==> config.mk <==
export PLATFORM = sky130hd
export DESIGN_NAME = display_scheduler
export DESIGN_NICKNAME = d
export VERILOG_FILES = /design/src/rtl/display_scheduler.sv
export SDC_FILE = /design/constraint.sdc
export NUM_CORES = 1
export LEC_CHECK = 0
export ABC_CLOCK_PERIOD_IN_PS = 3200
export BUFFER_PORTS_ARGS = -buffer_cell sky130_fd_sc_hd__buf_2
export CAP_MARGIN = 20
export CORE_UTILIZATION = 60
export DETAILED_ROUTE_END_ITERATION = 8
export PLACE_DENSITY = 0.79
export SLEW_MARGIN = 15
export SYNTH_ARGS = -nofsm -noshare
export SYNTH_HDL_FRONTEND = slang
export SYNTH_SLANG_ARGS = --single-unit
==> constraint.sdc <==
create_clock -name clk -period 3.2 [get_ports clk]
set_clock_uncertainty 0.15 [all_clocks]
set_input_delay 0.64 -clock clk [delete_from_list [all_inputs] [get_ports clk]]
set_output_delay 0.64 -clock clk [all_outputs]
set_load 0.005 [all_outputs]
==> src/rtl/display_scheduler.sv <==
// Four-digit multiplexed 7-segment scanner with PWM brightness and a
// double-buffered digit bank that is swapped only on frame boundaries.
module display_scheduler #(
  parameter logic [15:0] DIV  = 16'd250,
  parameter int unsigned DIVW = 16
) (
  input  logic       clk,
  input  logic       rst,
  input  logic       en,
  input  logic       wr_req,
  output logic       wr_ready,
  input  logic [1:0] wr_digit,
  input  logic [3:0] wr_value,
  input  logic       wr_dp,
  input  logic       wr_blank,
  input  logic       commit,
  output logic       commit_done,
  input  logic [2:0] bright,
  output logic [6:0] seg,
  output logic       dp,
  output logic [3:0] dig,
  output logic       frame_tick
);

  localparam logic [DIVW-1:0] TC = DIVW'(DIV - 16'd1);

  typedef enum logic [1:0] {IDLE, PEND, SWAP} state_t;

  state_t          state, state_n;
  logic [DIVW-1:0] presc;
  logic [2:0]      sub;
  logic [1:0]      slot;
  logic [2:0]      bright_l;
  logic [3:0][5:0] shadow_bank;  // {value, dp, blank}
  logic [3:0][5:0] active_bank;

  logic       step, sub_wrap, frame_wrap, slot_start, wr_en;
  logic [2:0] bright_eff;
  logic [5:0] sel_entry;

  function automatic logic [6:0] hex7(input logic [3:0] v);
    case (v)
      4'h0: hex7 = 7'b1111110;
      4'h1: hex7 = 7'b0110000;
      4'h2: hex7 = 7'b1101101;
      4'h3: hex7 = 7'b1111001;
      4'h4: hex7 = 7'b0110011;
      4'h5: hex7 = 7'b1011011;
      4'h6: hex7 = 7'b1011111;
      4'h7: hex7 = 7'b1110000;
      4'h8: hex7 = 7'b1111111;
      4'h9: hex7 = 7'b1111011;
      4'hA: hex7 = 7'b1110111;
      4'hB: hex7 = 7'b0011111;
      4'hC: hex7 = 7'b1001110;
      4'hD: hex7 = 7'b0111101;
      4'hE: hex7 = 7'b1001111;
      default: hex7 = 7'b1000111;
    endcase
  endfunction

  assign step       = en && (presc == TC);
  assign sub_wrap   = step && (sub == 3'd7);
  assign frame_wrap = sub_wrap && (slot == 2'd3);
  assign slot_start = en && (presc == '0) && (sub == '0);
  assign bright_eff = slot_start ? bright : bright_l;
  assign wr_en      = wr_req && wr_ready;

  // During SWAP the slot-0 output is decoded from the shadow bank so the new
  // contents appear from the very first cycle of the frame.
  assign sel_entry = (state == SWAP) ? shadow_bank[slot] : active_bank[slot];

  always_ff @(posedge clk or negedge rst) begin
    if (!rst) begin
      presc    <= '0;
      sub      <= '0;
      slot     <= '0;
      bright_l <= '0;
    end else if (en) begin
      presc <= step ? '0 : presc + 1'b1;
      if (step)       sub      <= sub + 3'd1;
      if (sub_wrap)   slot     <= slot + 2'd1;
      if (slot_start) bright_l <= bright;
    end
  end

  always_ff @(posedge clk or negedge rst) begin
    if (!rst) begin
      seg        <= '0;
      dp         <= 1'b0;
      dig        <= '0;
      frame_tick <= 1'b0;
    end else begin
      dig        <= (en && (sub <= bright_eff)) ? (4'b1000 >> slot) : 4'b0000;
      seg        <= (en && !sel_entry[0]) ? hex7(sel_entry[5:2]) : 7'b0000000;
      dp         <= en && !sel_entry[0] && sel_entry[1];
      frame_tick <= frame_wrap;
    end
  end

  always_ff @(posedge clk or negedge rst) begin
    if (!rst) begin
      state       <= IDLE;
      shadow_bank <= {4{6'b000001}};
      active_bank <= {4{6'b000001}};
    end else begin
      state <= state_n;
      if (wr_en)         shadow_bank[wr_digit] <= {wr_value, wr_dp, wr_blank};
      if (state == SWAP) active_bank           <= shadow_bank;
    end
  end

  always_comb begin
    state_n     = state;
    wr_ready    = 1'b0;
    commit_done = 1'b0;
    case (state)
      IDLE: begin
        wr_ready = 1'b1;
        if (commit) state_n = PEND;
      end
      PEND: if (!en || frame_wrap) state_n = SWAP;
      SWAP: begin
        commit_done = 1'b1;
        state_n     = IDLE;
      end
      default: state_n = IDLE;
    endcase
  end

endmodule
# After elaboration in Yosys (flattened, before gate mapping)
# Memories as Yosys holds them, arrays and structs flattened.
# Index checks and enable logic that the tools add are counted.
[word_totals]
reg_bits = 87
rom_bits = 112
output_inout_bits = 15
wordCells = 69
memories = 1
[classes]
add_sub_neg = 3
order_cmp = 4
n_eq_ne = 7
shifts = 1
mux = 17
n_reduce_logical = 19
[mem_list]
columns = ["memory", "depth", "width", "rd", "rd_ports_with_merged_regs", "wr", "line_no", "rtl"]
rows = [
  ["(no name shown)", 16, 7, 1, 0, 0, "42", "case (v)"],
]
[ops]
columns = ["operator", "n"]
rows = [
  ["$bmux W6 S2", 2],
  ["$bwmux W24", 1],
  ["$mux W6", 4],
  ["$add A16 B1 Y16 const B", 1],
  ["$eq A16 B8 Y1 const B", 1],
  ["$logic_not A16 Y1", 1],
  ["$mux W16", 1],
  ["$demux W6 S2", 1],
  ["$logic_and A1 B1 Y1", 10],
  ["$mux W7", 1],
  ["$lt A2 B3 Y1 const B", 2],
  ["$reduce_and A2 Y1", 3],
  ["$eq A2 B2 Y1 const B", 2],
  ["$mux W2", 2],
  ["$mux W4", 1],
  ["$ne A2 B2 Y1 const B", 2],
  ["$pmux W2 S2", 1],
  ["$shr A4 B2 Y4 const A", 1],
  ["$add A3 B1 Y3 const B", 1],
  ["$eq A3 B3 Y1 const B", 1],
  ["$le A3 B3 Y1", 1],
  ["$logic_not A3 Y1", 1],
  ["$mux W3", 1],
  ["$add A2 B1 Y2 const B", 1],
  ["6 further kinds", 8],
]

# Longest topological paths before layout
# Gate-level depths: netlist of run 1.
[depth]
ltp_word = 7
depth_mapped = 11
depth_no_buf = 11

# Worst setup path before layout of run 1
# No wires, ideal clock.
[synth_timing]
path_kind = "flip-flop to flip-flop"
from = "reg slot[0]"
to = "reg seg[0]"
setup_time_ns = 0.104
arrival_time_ns = 2.450
required_ns = 2.946
slack_ns = 0.496
path_stages_with_launch = 10
n_path_buf = 3
period_less_slack_ns = 2.704
cell_sequence = "dfrtp_1 buf_6 buf_12 buf_12 mux4_1 mux2i_1 inv_1 ha_1 mux2_2 a221oi_1"
[synth_between]
elab_chain_cells = 6
[synth_rtl]
columns = ["element", "line_no", "rtl"]
rows = [
  ["start, declared", "32", "logic [1:0] slot;"],
  ["start signal, assigned", "82", "if (sub_wrap) slot <= slot + 2'd1;"],
  ["$bmux W6 S2", "71", "assign sel_entry = (state == SWAP) ? shadow_bank[slot] : active_bank[slot];"],
  ["$mux W6 (implied by the code)", "71", ""],
  ["$mux W6 *", "71", ""],
  ["parallel branches: the longest is 2 deep, another holds $mem_v2 Z16 W7", "-", ""],
  ["$mux W7 *", "95", "seg <= (en && !sel_entry[0]) ? hex7(sel_entry[5:2]) : 7'b0000000;"],
  ["end signal, assigned", "95", ""],
  ["end, declared", "19", "output logic [6:0] seg,"],
]
# Mark *: on every way between the ends. The select of a mux whose other input is x is not followed.
# A chain may end at the register's enable or synchronous reset.

# Worst setup path in the final report of run 1
[layout_timing]
from = "reg presc[8]"
to = "reg dig[1]"
[layout_between]
elab_chain_cells = 7
[layout_rtl]
columns = ["element", "line_no", "rtl"]
rows = [
  ["start, declared", "30", "logic [DIVW-1:0] presc;"],
  ["start signal, assigned", "80", "presc <= step ? '0 : presc + 1'b1;"],
  ["$logic_not A16 Y1", "65", "assign slot_start = en && (presc == '0) && (sub == '0);"],
  ["$logic_and A1 B1 Y1 (2 in a row)", "65", ""],
  ["$mux W3", "-", ""],
  ["$le A3 B3 Y1", "94", "dig <= (en && (sub <= bright_eff)) ? (4'b1000 >> slot) : 4'b0000;"],
  ["$logic_and A1 B1 Y1", "94", ""],
  ["$mux W4", "94", ""],
  ["end signal, assigned", "94", ""],
  ["end, declared", "21", "output logic [3:0] dig,"],
]
# No other way between the ends.

==> flow_summary.ini, run 1 <==
[run_status]
status = completed

[routing]
topRoutingLayerUsed = met4
wl_met2_um = 3950
drt_iter0_drc = 159
wl_um = 8470
wl_met1_um = 4120
viasPerCell = 5.63
drc = 0
post_drt_wl_per_cell_um = 16.4
wl_met3_um = 251
first_pass_iters = 5
ant_nets = 0
vias = 2905

[logic_synthesis]
ys_seq_area_share_pct = 50.3
syn_nets = 410
ys_seq_elements = 87
netlist_area_um2 = 4340
synth_edf_count = 0
synth_area_leaders = dfrtp_1 (46%), mux2_2 (9.6%), nand2_1 (7.2%)
dominantRegCellSynth = dfrtp_1
synth_top_area_share_pct = 45.5
ys_types = 50
syn_area_per_cell_um2 = 11.6
yosys_warnings = 0
synth_cells = 375
async_reset_ff_share_pct = 100
yosysTopAreaCell = dfrtp_1

[timing]
finalHoldViolCount = 0
tns_ns = 0
finalWorstSetupSlack_ns = 0.248
setup_viol = 0
tightest_slew_ns = 0.722
fmax_mhz = 339
slew_headroom_pct = 51.5
min_period_ns = 2.95
slew_viol_final = 0
period_share_pct = 92.3
rsz0062_at_grt = no

[critical_path]
cp_cell_sequence = nor4_1, nand4b_1, nor2_1, mux2_2, inv_1, ha_1, nor2b_1, o21a_1, o21ai_0, and3_1
crit_end = dig[1]$_DFF_PN0_
cp_slowest_stage_delay_ns = 0.41
crit_arrival_ns = 3.10
crit_start = presc[8]$_DFFE_PN0P_
crit_path_end_kind = flip-flop
reg2reg_depth = 10
r2r_slack_ns = 0.25
rr_startpoint = presc[8]$_DFFE_PN0P_
critPathRequiredTime_ns = 3.35
crit_cells = 10
r2r_end = dig[1]$_DFF_PN0_
crit_path_top_delay_cell = dfrtp_1
path_buf_inv = 1
start_kind = flip-flop
path_class = flip-flop to flip-flop
crit_fanout = 4
cp_top_family = simple AND/OR/NAND/NOR gates

[power_and_ir_drop]
power.density_nw_per_um2 = 738
intPower_mw = 2.32
irDropWorstVdd_mv = 0.435
switching_share_pct = 34.6
p_seq_share_pct = 49.1
switchingPower_mw = 1.23
combPwrFrac_pct = 30.6
p_clk_share_pct = 20.3
p_leak_nw = 2.30

[clock_tree]
holdBufCountCts = 0
clock_sinks = 87
tritoncts = built
clk_pin_slew_ns = 0.10
clockRootBuffer = clkbuf_8
insertion_delay_ns = 0.37
cts_setup_buffers = 0
cts_made_buffers = 9
cts_htree_levels = 3
cts_resized = 0
clockBufferDepth = 2

[worst_hold_path]
hold_class = input port to async pin

[die]
core_um2 = 6910
die_y_um = 87.1
rows = 30
die-area_um2 = 7580
die_w_um = 87.1
initial_core_util_pct = 62.9
boundaryPins = 31

[layout]
fillers = 536
finalNetCount = 450
drive_above_1_share_pct = 27.6
antennaDiodeCount = 0
fin_cells = 516
area_delta_synth_final_pct = 10.6

[place]
hpwl_um = 5880
place_congestion = 0.754
place_inst = 500
port-buffer-count = 30
post-place-ws_ns = 0.270

[grt]
overflow = 0
grt_start_max_net_pins = 88
grt_pass1_vias = 2919
grt_pass1_wl_um = 14000
track_usage_pct = 24.6
antenna_found_initial = 0

[job]
drv_cap = 0
worst register-to-register path, cell delays in order, from the launching register on:
cell and delay, ns:
dfrtp_1 0.41, nor4_1 0.38, nand4b_1 0.21, nor2_1 0.31
mux2_2 0.39, inv_1 0.06, ha_1 0.23, nor2b_1 0.13
o21a_1 0.15, o21ai_0 0.27, and3_1 0.20
cells in the mapped netlist (all sizes together), types with 3 or more instances:
cell,count
clkbuf,7
mux4,10
nand4,4
dfstp,8
nand3b,3
nor2,19
a21oi,3
xor2,5
xnor2,10
nor3,5
dfrtp,79
nor4,3
mux2,38
inv,15
nor2b,5
nand2,83
buf,5
mux2i,9
and3,6
ha,19
o21ai,4
nand3,12
flip-flops by register name, indices dropped and copies added, names as in the netlist:
| register | flops |
|---|---|
| presc | 16 |
| shadow_bank | 24 |
| slot | 2 |
| active_bank | 24 |
| seg | 7 |
| state | 2 |
| frame_tick | 1 |
| dig | 4 |
| dp | 1 |
| bright_l | 3 |
| sub | 3 |
cells in the final DEF, fill, tap and decap left out, types with 10 or more instances in the layout:
| cell type | instances |
|---|---|
| nand2_1 | 83 |
| dfrtp_1 | 79 |
| mux2_2 | 37 |
| buf_2 | 29 |
| ha_1 | 19 |
| nor2_1 | 18 |
| inv_1 | 15 |
| nand3_1 | 12 |
| buf_4 | 11 |
| xnor2_1 | 10 |
layout make-up:
| type | instances | area [um^2] | area share, % |
|---|---|---|---|
| Clock buffer | 9 | 124 | 2.58 |
| Inverter | 15 | 56.3 | 1.17 |
| Clock inverter | 7 | 56.3 | 1.17 |
| Multi-Input combinational cell | 261 | 2010 | 41.9 |
| Timing Repair Buffer | 41 | 248 | 5.15 |
| Sequential cell | 87 | 2190 | 45.5 |
| Tap cell | 96 | 120 | 2.50 |
power groups by stage:
stage	Combinational, mW	Clock [mW]	Sequential [mW]
floorplan	0.813	0	1.68
finish	1.08	0.721	1.74
CTS	1.09	0.722	1.74
global route	1.21	0.768	1.79
detailed placement	1.08	0	1.76
global placement	1.02	0	1.73
how the worst min path moves through the flow:
stage	cells after the start	endpoint	slack (ns)
detailed placement	2	active_bank[18]$_DFFE_PN1P_	0.30
CTS	2	presc[3]$_DFFE_PN0P_	0.16
finish	2	presc[3]$_DFFE_PN0P_	0.15
global route	2	presc[3]$_DFFE_PN0P_	0.18
global placement	2	active_bank[12]$_DFFE_PN1P_	0.30
floorplan	0	active_bank[10]$_DFFE_PN0P_	0.19
stage by stage:
step | hold WS, ns | area, um^2 | power (mW) | util (%)
3_3_place_gp | 0.296 | 4630 | 2.75 | 67.0
4_1_cts | 0.164 | 4810 | 3.55 | 69.6
5_1_grt | 0.176 | 4810 | 3.76 | 69.6
6_report | 0.153 | 4810 | 3.55 | 69.6
2_1_floorplan | 0.194 | 4340 | 2.49 | -
3_5_place_dp | 0.298 | 4630 | 2.84 | 67.0
routing by layer:
metal	track usage (%)	vias up
li1	-	1376
met1	34.0	1457
met2	39.1	57
met3	4.93	15
met4	9.09	0
met5	0	-
logic make-up (layout without fill, tap and decap cells):
group / after synthesis / in the layout / share of synthesized area, %
AOI/OAI and AO/OA: 23 / 23 / 4.58
adders and majority gates: 19 / 19 / 5.47
and+or+nand+nor: 147 / 147 / 15.6
muxes: 57 / 57 / 17.7
DFF: 87 / 87 / 50.3
buffers and inverters: 27 / 72 / 3.28
xor gates and xnor gates: 15 / 15 / 3.02
Power figures use the tool's default switching activity.
==> run 2, diff against run 1 <==
Settings changed: CELL_PAD_IN_SITES_DETAIL_PLACEMENT from default to 1, CELL_PAD_IN_SITES_GLOBAL_PLACEMENT from default to 2, CORE_UTILIZATION 60 to 41, PLACE_DENSITY 0.79 to default, PLACE_DENSITY_LB_ADDON from default to 0.1.
==> run 2 against run 1 <==
  * Die area increased by 45%
  * Total power increased by 2.9%
  * Critical path type unchanged
  * Non-clock buffer count is 2 higher
  * Setup slack improved by 0.073 ns
  * Combinational power about the same
  * Via count down 0.93%
  * Core utilization down 22 points
  * Largest power group unchanged
  * Clock power increased by 17%
  * Register-to-register slack better by 0.07 ns
  * Clock-buffer cell count is 3 higher
  * Highest routed layer unchanged
  * Hold slack got worse by 0.0062 ns
==> flow_summary.ini, run 2 (synthesis results as in run 1) <==
[run_status]
status = completed

[timing]
slew_headroom_pct = 56.4
period_share_pct = 90.0
slew_viol_final = 0
tightest_slew_ns = 0.655
tns_ns = 0
finalHoldViolCount = 0
min_period_ns = 2.88
fmax_mhz = 347
setup_viol = 0
rsz0062_at_grt = no
finalWorstSetupSlack_ns = 0.321

[critical_path]
cp_top_family = simple AND/OR/NAND/NOR gates
cp_cell_sequence = nor4_1, nand4b_1, nor2_1, mux2_2, inv_1, ha_1, nor2b_1, o21a_1, o21ai_0, buf_4, and3_1
crit_path_end_kind = flip-flop
critPathRequiredTime_ns = 3.35
crit_arrival_ns = 3.03
crit_end = dig[3]$_DFF_PN0_
cp_slowest_stage_delay_ns = 0.44
crit_path_top_delay_cell = dfrtp_1
rr_startpoint = presc[12]$_DFFE_PN0P_
path_buf_inv = 2
crit_fanout = 5
crit_start = presc[12]$_DFFE_PN0P_
crit_cells = 11
r2r_end = dig[3]$_DFF_PN0_
start_kind = flip-flop
r2r_slack_ns = 0.32
reg2reg_depth = 11
path_class = flip-flop to flip-flop

[job]
drv_cap = 0

[routing]
topRoutingLayerUsed = met4
wl_met2_um = 4340
vias = 2878
viasPerCell = 5.16
wl_um = 9360
wl_met1_um = 4600
first_pass_iters = 4
ant_nets = 0
drt_iter0_drc = 80
drc = 0
wl_met3_um = 217
post_drt_wl_per_cell_um = 16.8

[die]
die_w_um = 105
die-area_um2 = 11000
initial_core_util_pct = 42.3
boundaryPins = 31
die_y_um = 105
core_um2 = 10300
rows = 37

[place]
hpwl_um = 6600
place_inst = 542
place_congestion = 0.736
port-buffer-count = 30
post-place-ws_ns = 0.344

[clock_tree]
insertion_delay_ns = 0.37
cts_setup_buffers = 0
holdBufCountCts = 0
clockRootBuffer = clkbuf_8
clock_sinks = 87
cts_htree_levels = 3
clk_pin_slew_ns = 0.09
tritoncts = built
cts_made_buffers = 9
cts_resized = 0
clockBufferDepth = 2

[layout]
final_common_cell = nand2_1
fin_cells = 558
regArea_um2 = 2190
drive_above_1_share_pct = 28.0
area_delta_synth_final_pct = 13.0
final_cell_mix = nand2_1 (83), dfrtp_1 (79), mux2_2 (37)
finalNetCount = 452
reg.largest.list = active_bank: 24 flops, shadow_bank: 24 flops, presc: 16 flops
multi_input_area_um2 = 2010
fillers = 1144
fin_util_pct = 47.8
antennaDiodeCount = 0

[grt]
grt_start_max_net_pins = 49
track_usage_pct = 18.9
overflow = 0
grt_pass1_wl_um = 16000
antenna_found_initial = 0
grt_pass1_vias = 3114

[power_and_ir_drop]
intPower_mw = 2.46
power.density_nw_per_um2 = 744
switching_share_pct = 32.6
p_clk_share_pct = 23.0
switchingPower_mw = 1.19
combPwrFrac_pct = 29.7
p_leak_nw = 2.34
p_seq_share_pct = 47.3
irDropWorstVdd_mv = 0.352

[worst_hold_path]
hold_class = input port to async pin
[run 2: cell count changes in the layout (fill, tap and decap cells not counted), sizes merged]
cell / before / now
buf: 41 / 43
bufinv: 0 / 1
clkbuf: 9 / 12
clkinv: 1 / 3
clkinvlp: 4 / 0
inv: 17 / 15
[run 2: area by class of cell]
cell class                      count  share of cell area, %
Inverter                           15                   1.15
Multi-Input combinational cell    261                   41.0
Sequential cell                    87                   44.6
Clock buffer                       12                   3.36
Tap cell                          136                   3.47
Clock inverter                      4                   1.07
Timing Repair Buffer               43                   5.35
[run 2: how the worst min path moves through the flow]
stage	endpoint	slack, ns	depth (start not counted)
final	presc[12]$_DFFE_PN0P_	0.15	1
after global routing	presc[4]$_DFFE_PN0P_	0.20	1
after CTS	seg[0]$_DFF_PN0_	0.17	1
after detailed placement	active_bank[18]$_DFFE_PN1P_	0.30	2
after global placement	active_bank[18]$_DFFE_PN1P_	0.30	2
after floorplan	active_bank[10]$_DFFE_PN0P_	0.19	0
[run 2: power by group through the flow]
stage	registers [mW]	clock network, mW	logic (mW)
floorplan	1.68	0	0.813
global placement	1.74	0	1.06
detailed placement	1.75	0	1.10
CTS	1.73	0.859	1.10
global route	1.79	0.897	1.22
finish	1.73	0.840	1.08
[run 2: worst register-to-register path, stage by stage, from the launching register on]
cell and delay, ns:
dfrtp_1 0.44, nor4_1 0.33, nand4b_1 0.21, nor2_1 0.21, mux2_2 0.37, inv_1 0.07, ha_1 0.23, nor2b_1 0.14
o21a_1 0.16, o21ai_0 0.18, buf_4 0.17, and3_1 0.17
[run 2: routing by layer]
layer,up-vias,GRT usage [%]
met5,-,0
met4,0,8.35
met3,16,3.12
met2,38,29.8
met1,1438,25.7
li1,1386,-
[run 2: through the flow]
step	power (mW)	area, um^2	hold slack [ns]
floorplan	2.49	4340	0.194
global placement	2.80	4690	0.296
detailed placement	2.85	4690	0.302
CTS	3.69	4910	0.173
global route	3.90	4910	0.196
finish	3.65	4910	0.147
==> run 3, diff against run 2 <==
Settings changed: ABC_AREA from default to 1, CORE_UTILIZATION 41 to 36.
==> run 3 against run 2 <==
  * Hold slack got worse by 0.016 ns
  * Sequential cell count unchanged
  * Global-route usage increased by 0.38 points
  * Setup slack improved by 0.35 ns
  * Clock power increased by 48%
  * Sequential share of layout area decreased by 1.6 points
  * Total power increased by 9.7%
  * Via count increased by 22%
  * Critical path type unchanged
  * Critical endpoint unchanged
  * Largest power group unchanged
  * Fmax increased by 14%
  * Core utilization decreased by 5.4 points
  * Sequential power about the same
  * Non-clock buffer count decreased by 5
==> flow_summary.ini, run 3 <==
[job]
drv_cap = 0

[logic_synthesis]
ys_seq_elements = 87
synth_top_family_by_area = simple AND/OR/NAND/NOR gates
async_reset_ff_share_pct = 100
synth-simple-area-share_pct = 24.1
synth_top_area_share_pct = 44.5
yosys_warnings = 0
yosysTopAreaCell = dfrtp_1
synth_area_leaders = dfrtp_1 (45%), nand2_1 (13%), o21ai_0 (6.4%)
synth-compound-area-share_pct = 10.4
yosys.area_share.adder_pct = 5.36
synth_common_cells = nand2_1 (151), dfrtp_1 (79), inv_1 (76), o21ai_0 (57), nand3_1 (44)
synth_edf_count = 0
syn_nets = 583
netlist_area_um2 = 4440
ys_types = 30
synth_cells = 548
syn_area_per_cell_um2 = 8.10
synth_most_common_cell = nand2_1
ys_seq_area_share_pct = 49.3
yosys.area_share.xor_xnor_pct = 1.58
synth.area.mux_share_pct = 0
dominantRegCellSynth = dfrtp_1

[clock_tree]
cts_setup_buffers = 0
cts_made_buffers = 9
clock_sinks = 87
cts_resized = 0
clk_pin_slew_ns = 0.07
clockBufferDepth = 2
tritoncts = built
holdBufCountCts = 0
cts_htree_levels = 3
insertion_delay_ns = 0.35
clockRootBuffer = clkbuf_16

[timing]
min_period_ns = 2.53
tns_ns = 0
fmax_mhz = 396
period_share_pct = 78.9
setup_viol = 0
rsz0062_at_grt = no
finalHoldViolCount = 0
holdWs_ns = 0.130
slew_headroom_pct = 61.3
slew_viol_final = 0
tightest_slew_ns = 0.580

[place]
hpwl_um = 7630
place_congestion = 0.793
place_inst = 715
port-buffer-count = 30

[layout]
antennaDiodeCount = 0
final_cell_mix = nand2_1 (151), dfrtp_1 (79), inv_1 (76)
drive_above_1_share_pct = 14.0
finalNetCount = 614
reg.largest.list = active_bank: 24 flops, shadow_bank: 24 flops, presc: 16 flops
fin_cells = 731
final_common_cell = nand2_1
area_delta_synth_final_pct = 14.7

[run_status]
status = completed

[critical_path]
reg2reg_depth = 13
critPathRequiredTime_ns = 3.32
crit_arrival_ns = 2.65
start_kind = flip-flop
crit_fanout = 7
crit_path_end_kind = flip-flop
path_class = flip-flop to flip-flop

[die]
die_y_um = 113
initial_core_util_pct = 37.0
core_um2 = 12000
boundaryPins = 31
die_w_um = 113
rows = 40
die-area_um2 = 12800

[power_and_ir_drop]
p_leak_nw = 2.63
power.density_nw_per_um2 = 787
irDropWorstVdd_mv = 0.313

[grt]
grt_pass1_wl_um = 18900
overflow = 0
track_usage_pct = 19.3
grt_pass1_vias = 3631
grt_start_max_net_pins = 47
antenna_found_initial = 0

[routing]
drc = 0
first_pass_iters = 4
drt_iter0_drc = 170
wl_um = 10900
post_drt_wl_per_cell_um = 14.9
viasPerCell = 4.80
ant_nets = 0
vias = 3508

[worst_hold_path]
hold_class = input port to async pin
run 3: through the flow:
step | cell area (um^2) | total power, mW | utilization [%] | worst slack [ns]
after floorplan | 4440 | 2.43 | - | 0.841
after global placement | 4740 | 2.75 | 39.5 | 0.549
after detailed placement | 4740 | 2.80 | 39.5 | 0.447
after CTS | 5090 | 4.06 | 42.4 | 0.656
after global routing | 5090 | 4.34 | 42.4 | 0.373
final | 5090 | 4.01 | 42.4 | 0.674
run 3: critical path, stage by stage, from the launching register on:
cell	delay, ns
dfrtp_1	0.42
inv_1	0.11
ha_1	0.17
nand2_1	0.05
nor4_1	0.17
nand3_1	0.29
o21ai_2	0.23
inv_1	0.06
ha_1	0.31
a21oi_1	0.13
o21ai_0	0.09
nand2_1	0.07
nand2_1	0.09
nor2_1	0.12
run 3: kinds of logic after synthesis:
logic type / count (synthesis)
compound gates: 89
xor+xnor: 8
fa+ha+maj: 19
buf+inv: 100
flops: 87
simple gates: 245
run 3: routing by layer:
layer	global-route usage, %	vias up	share of wire (%)
li1	-	1792	-
met4	8.42	0	1.7
met3	3.00	12	2.1
met2	28.5	42	42
met1	27.9	1662	54
met5	0	-	0
run 3: layout make-up:
cell class,instances,area (um^2)
tap,147,184
timing repair buffer,38,225
clock inverter,5,106
inverter,82,308
sequential,87,2190
clock buffer,11,243
fill,1472,6920
multi-input combinational,361,1840
run 3: path summary, 6_finish.rpt:
path,start,endpoint,slack (ns)
max,presc[0]$_DFFE_PN0P_,dig[3]$_DFF_PN0_,0.67
min,rst,presc[6]$_DFFE_PN0P_,0.13
max reg2reg,presc[0]$_DFFE_PN0P_,dig[3]$_DFF_PN0_,0.67
min reg2reg,presc[15]$_DFFE_PN0P_,presc[15]$_DFFE_PN0P_,0.31
max in group asynchronous,rst,active_bank[5]$_DFFE_PN0P_,2.12
min in group clk,presc[15]$_DFFE_PN0P_,presc[15]$_DFFE_PN0P_,0.31
run 3: power breakdown:
group	internal, mW	leakage (nW)	switching (mW)
combinational	0.391	1.39	0.679
clock	0.786	0.166	0.451
sequential	1.47	1.07	0.225
